**src/rtl/datapath_pkg.sv**
```systemverilog
// Shared definitions for the Goldschmidt division datapath.
//   WIDTH    : operand/register width (Q1.15 format)
//   FRAC     : number of fraction bits
//   sel_nd_e : encodings of the multiplier B-operand select
package datapath_pkg;

  localparam int WIDTH = 16;
  localparam int FRAC  = 15;

  typedef enum logic [1:0] {
    SEL_D    = 2'b00,
    SEL_N    = 2'b01,
    SEL_REGD = 2'b10,
    SEL_REGN = 2'b11
  } sel_nd_e;

endpackage : datapath_pkg

```
**src/rtl/mul_q115.sv**
```systemverilog
// Unsigned WIDTH x WIDTH -> 2*WIDTH array multiplier.
// Built as a chain of shifted partial-product adders rather than '*',
// so the structure is explicit and independent of synthesis inference.
// Ports:
//   a [WIDTH-1:0]   multiplicand
//   b [WIDTH-1:0]   multiplier
//   p [2*WIDTH-1:0] full-width product a*b
module mul_q115 #(
  parameter int WIDTH = 16
) (
  input  logic [WIDTH-1:0]   a,
  input  logic [WIDTH-1:0]   b,
  output logic [2*WIDTH-1:0] p
);

  // Running sum after each row of the array; row i adds a*b[i] shifted by i.
  logic [2*WIDTH-1:0] row_sum [WIDTH+1];

  assign row_sum[0] = '0;

  for (genvar i = 0; i < WIDTH; i++) begin : g_row
    logic [2*WIDTH-1:0] pp;
    assign pp             = {{WIDTH{1'b0}}, a & {WIDTH{b[i]}}} << i;
    assign row_sum[i + 1] = row_sum[i] + pp;
  end

  assign p = row_sum[WIDTH];

endmodule : mul_q115

```
**src/rtl/datapath.sv**
```systemverilog
// Goldschmidt-division iteration datapath, unsigned Q1.15 operands.
// One shared multiplier with operand muxes feeds three registers (N, D, K);
// an external controller sequences the iteration through the select/load
// strobes. The quotient converges in the N register, which drives result.
// Ports:
//   clk         rising-edge clock
//   reset       asynchronous active-low reset; clears N, D and K
//   sel_K_mux   multiplier A operand: 1 = IA, 0 = regK
//   load_regN   capture truncated product into regN (regK <= 2 - old regD)
//   load_regD   capture truncated product into regD
//   sel_ND_mux  multiplier B operand: D / N / regD / regN
//   N, D, IA    dividend, normalised divisor, initial reciprocal estimate
//   result      current regN
module datapath #(
  parameter int WIDTH = 16
) (
  input  logic             clk,
  input  logic             reset,
  input  logic             sel_K_mux,
  input  logic             load_regN,
  input  logic             load_regD,
  input  logic [1:0]       sel_ND_mux,
  input  logic [WIDTH-1:0] N,
  input  logic [WIDTH-1:0] D,
  input  logic [WIDTH-1:0] IA,
  output logic [WIDTH-1:0] result
);

  import datapath_pkg::*;

  localparam logic [WIDTH-1:0] ONE = WIDTH'(1);

  logic [WIDTH-1:0]   reg_n, reg_d, reg_k;
  logic [WIDTH-1:0]   op_a, op_b;
  logic [2*WIDTH-1:0] prod;
  logic [WIDTH-1:0]   prod_q;
  logic               unused_prod_bits;
  sel_nd_e            sel_nd;

  assign sel_nd = sel_nd_e'(sel_ND_mux);
  assign op_a   = sel_K_mux ? IA : reg_k;

  // NOTE: every signal written in always_comb gets a default first so no
  // path leaves it unassigned, which would infer a latch.
  always_comb begin
    op_b = D;
    unique case (sel_nd)
      SEL_D:    op_b = D;
      SEL_N:    op_b = N;
      SEL_REGD: op_b = reg_d;
      SEL_REGN: op_b = reg_n;
      default:  op_b = D;
    endcase
  end

  mul_q115 #(.WIDTH(WIDTH)) u_mul (
    .a (op_a),
    .b (op_b),
    .p (prod)
  );

  // Q2.30 -> Q1.15 by truncation: the top integer bit never sets in the
  // operating range and the low fraction bits are simply dropped.
  assign prod_q           = prod[FRAC+WIDTH-1:FRAC];
  assign unused_prod_bits = ^{prod[2*WIDTH-1:FRAC+WIDTH], prod[FRAC-1:0]};

  // NOTE: sequential state uses non-blocking assignments so the K update
  // below sees the regD value from before this edge, as intended.
  always_ff @(posedge clk or negedge reset) begin
    if (!reset) begin
      reg_n <= '0;
      reg_d <= '0;
      reg_k <= '0;
    end else begin
      if (load_regD) reg_d <= prod_q;
      if (load_regN) begin
        reg_n <= prod_q;
        // 2.0 - regD in Q1.15 is the two's complement; 2 - 0 wraps to 0.
        reg_k <= ~reg_d + ONE;
      end
    end
  end

  assign result = reg_n;

endmodule : datapath

```
**config.mk**
```make
export PLATFORM = sky130hd
export DESIGN_NAME = datapath
export DESIGN_NICKNAME = d
export VERILOG_FILES = /design/src/rtl/datapath_pkg.sv /design/src/rtl/mul_q115.sv /design/src/rtl/datapath.sv
export SDC_FILE = /design/constraint.sdc
export NUM_CORES = 1
export LEC_CHECK = 0
export ABC_CLOCK_PERIOD_IN_PS = 9800
export CAP_MARGIN = 20
export CELL_PAD_IN_SITES_DETAIL_PLACEMENT = 1
export CELL_PAD_IN_SITES_GLOBAL_PLACEMENT = 2
export CORE_MARGIN = 2
export CORE_UTILIZATION = 32
export DETAILED_ROUTE_END_ITERATION = 16
export GPL_TIMING_DRIVEN = 0
export PLACE_DENSITY = 0.71
export RECOVER_POWER = 25
export SLEW_MARGIN = 20
export SYNTH_ARGS = -nofsm -noshare
export SYNTH_HDL_FRONTEND = slang
export SYNTH_SLANG_ARGS = --single-unit
```
**constraint.sdc**
```tcl
create_clock -name clk -period 9.8 [get_ports clk]
set_input_delay 1.96 -clock clk [delete_from_list [all_inputs] [get_ports clk]]
set_output_delay 1.96 -clock clk [all_outputs]
set_load 0.05 [all_outputs]
```
==> flow_summary.json <==
{
  "period_share_pct": 99.0,
  "core_mm2": 0.0333,
  "worst_setup_path_start_kind": "input pin",
  "cp-startpoint": "sel_ND_mux[1]",
  "finalWorstSetupSlack_ns": 0.101,
  "routed_wl_mm": 35.9,
  "ys_ff_latch": 48,
  "worstMarginPinSlew_ns": 2.77,
  "cts_max_level": 2,
  "crit_required_ns": 9.98,
  "crit_top_cell": "fa_1",
  "cts_buffer_depth": 2,
  "met2_usage_pct": 38.0,
  "place_congestion": 0.816,
  "crit_path_end_kind": "flip-flop",
  "yosys_warnings": 0,
  "clock_latency_ns": 0.29,
  "violations": "max-capacitance violations, max-slew violations",
  "max_stage_delay_ns": 0.65,
  "met3_usage_pct": 1.28,
  "final-max-slew-violation-count": 49,
  "setup_viol": 0,
  "crit_type": "in2reg",
  "hold_path_class": "reg2reg",
  "cts_tree": "yes",
  "cts.sinks": 48,
  "wl_per_cell_um": 20.8,
  "grt_usage_pct": 21.1,
  "num_rows": 67,
  "met1_usage_pct": 28.1,
  "netlist_instances": 1161,
  "pre_cts_ws_ns": -2.43,
  "ys_async_sr_fraction_pct": 100,
  "final_layout_size_suffix_gt1_share_pct": 16.1,
  "root_buffer": "clkbuf_16",
  "drc": 0,
  "yosys.area.top_type": "fa_1",
  "avgSynthCellArea_um2": 9.23,
  "holdWs_ns": 0.515,
  "min_from": "reg_k[0]",
  "grt_pass1_vias": 9531,
  "hold_viol": 0,
  "path_delay_family": "adder cells",
  "post-route-min-period_ns": 9.70,
  "place_hpwl_mm": 30.2,
  "fmax_mhz": 103,
  "synth-edff-count": 0,
  "grt_max_degree": 49,
  "final_common_cell": "nand2_1",
  "antenna_found_initial": 0,
  "synth_nets": 1492,
  "start_util_pct": 32.2,
  "via_per_inst": 4.95,
  "yosysTopAreaCellShare_pct": 34.4,
  "ioPinCount": 71,
  "dr.pass1.iters": 4,
  "grt_pass1_wl_mm": 56.4,
  "final_nets": 1607,
  "crit_buf_inv": 4,
  "port_buffers": 68,
  "final_cell_mix": "nand2_1, inv_1, fa_1",
  "cts_buffers": 5,
  "reg2reg_from": "reg_d[2]",
  "yosysUniqueCellTypes": 56,
  "vias": 8538,
  "outcome": "finished with violations",
  "die_area_mm2": 0.0350,
  "grt.busiest_layer": "met2",
  "drtIter0Drc": 367,
  "final_core_util_pct": 39.6,
  "synth_area_mm2": 0.0107,
  "grt-ovfl-total": 0,
  "critPathSlowestCell": "mux4_2",
  "worstPathArrival_ns": 9.88,
  "ant_nets": 0,
  "cp_max_fo": 5,
  "die_h_um": 187,
  "drv_cap": 1,
  "seq_area_frac_synth_pct": 11.2,
  "syn2layout_area_growth_pct": 22.9,
  "skew_ns": 0.00448,
  "grt_setup_unrepaired": "yes",
  "clk_pin_slew_worst_paths_ns": 0.06,
  "ys_top_cells_by_area": "fa_1, dfrtp_1, ha_1",
  "synth-main-ff-cell": "dfrtp_1",
  "fp.dieW_um": 187,
  "slew_headroom_pct": -84.6
}
## layout make-up
type                       instances  area, um^2
buffer                            37         268
tap                              448         561
multi-input combinational        876        9160
antenna                            1        2.50
inverter                         190         713
fill                            3828       20100
timing repair buffer             118        1120
clock buffer                       7         153
sequential                        48        1200
## through the flow
step | cells | cell area (um^2) | setup TNS (ns)
after global placement | 1677 | 12000 | -65.45
after floorplan | 1161 | 10700 | 0
after CTS | 1703 | 12800 | -0.00330
after global routing | 1724 | 13200 | -3.31
after detailed placement | 1677 | 12000 | -67.60
final | 1725 | 13200 | 0
## what timing repair did
action                                  CTS  global route
gates cloned                              1             0
setup buffers                            26            24
gates resized for setup                 100            60
hold buffers                              0             0
endpoints found under the setup margin   32            30
pin swaps                                44            45
## synth_stat cells, types with 10 or more instances
| master | number |
|---|---|
| mux4_2 | 12 |
| fa_1 | 184 |
| o21a_1 | 11 |
| a21oi_1 | 32 |
| mux2i_1 | 20 |
| ha_1 | 92 |
| o21ai_0 | 13 |
| xnor2_1 | 32 |
| nand2_1 | 203 |
| dfrtp_1 | 48 |
| and2_1 | 45 |
| xor2_1 | 10 |
| inv_1 | 190 |
| nor2_1 | 60 |
| a21o_1 | 12 |
| mux2_2 | 49 |
| clkbuf_1 | 41 |
| nor3_1 | 10 |
## state kept, by name, summed over array words and instances (netlist names)
name	cells
reg_d	16
reg_k	16
result	16
## final timing paths
check | end | slack [ns] | cells after the start
min in group asynchronous | result[12] | 2.55 | 1
max in group asynchronous | reg_k[4] | 5.69 | 1
max | result[8] | 0.10 | 31
min | reg_k[0] | 0.51 | 1
min reg2reg | reg_k[0] | 0.51 | 1
max reg2reg | result[8] | 1.51 | 29
## logic make-up (layout without fill, tap and decap cells)
kind of cell	Yosys count	in the layout	share of synthesized area, %
AOI/OAI and AO/OA	111	111	6.88
xor gates and xnor gates	42	42	3.43
adders and majority gates	276	276	45.1
buffers and inverters	237	352	8.31
DFF	48	48	11.2
muxes	83	83	9.79
other	0	1	0
and+or+nand+nor	364	364	15.3
## layer usage
layer	part of all wire, %	wire length (um)	up-vias
met5	0	0	-
met4	1.7	615	0
met3	1.7	622	26
met2	52	18600	111
met1	45	16100	4491
li1	-	-	3910
## worst register-to-register path, delay by kind of cell (launching register included)
family	cells	cell delay [ns]
AO/OA/AOI/OAI	9	1.69
XOR/XNOR	2	0.28
adder cells (fa/ha/maj)	9	3.58
buffers and inverters	2	0.23
flip-flops	1	0.45
multiplexers	2	0.91
AND/OR/NAND/NOR	5	1.05
Power is not shown: default switching activity piles up to over one toggle a cycle in this logic, so the estimate is an artifact.
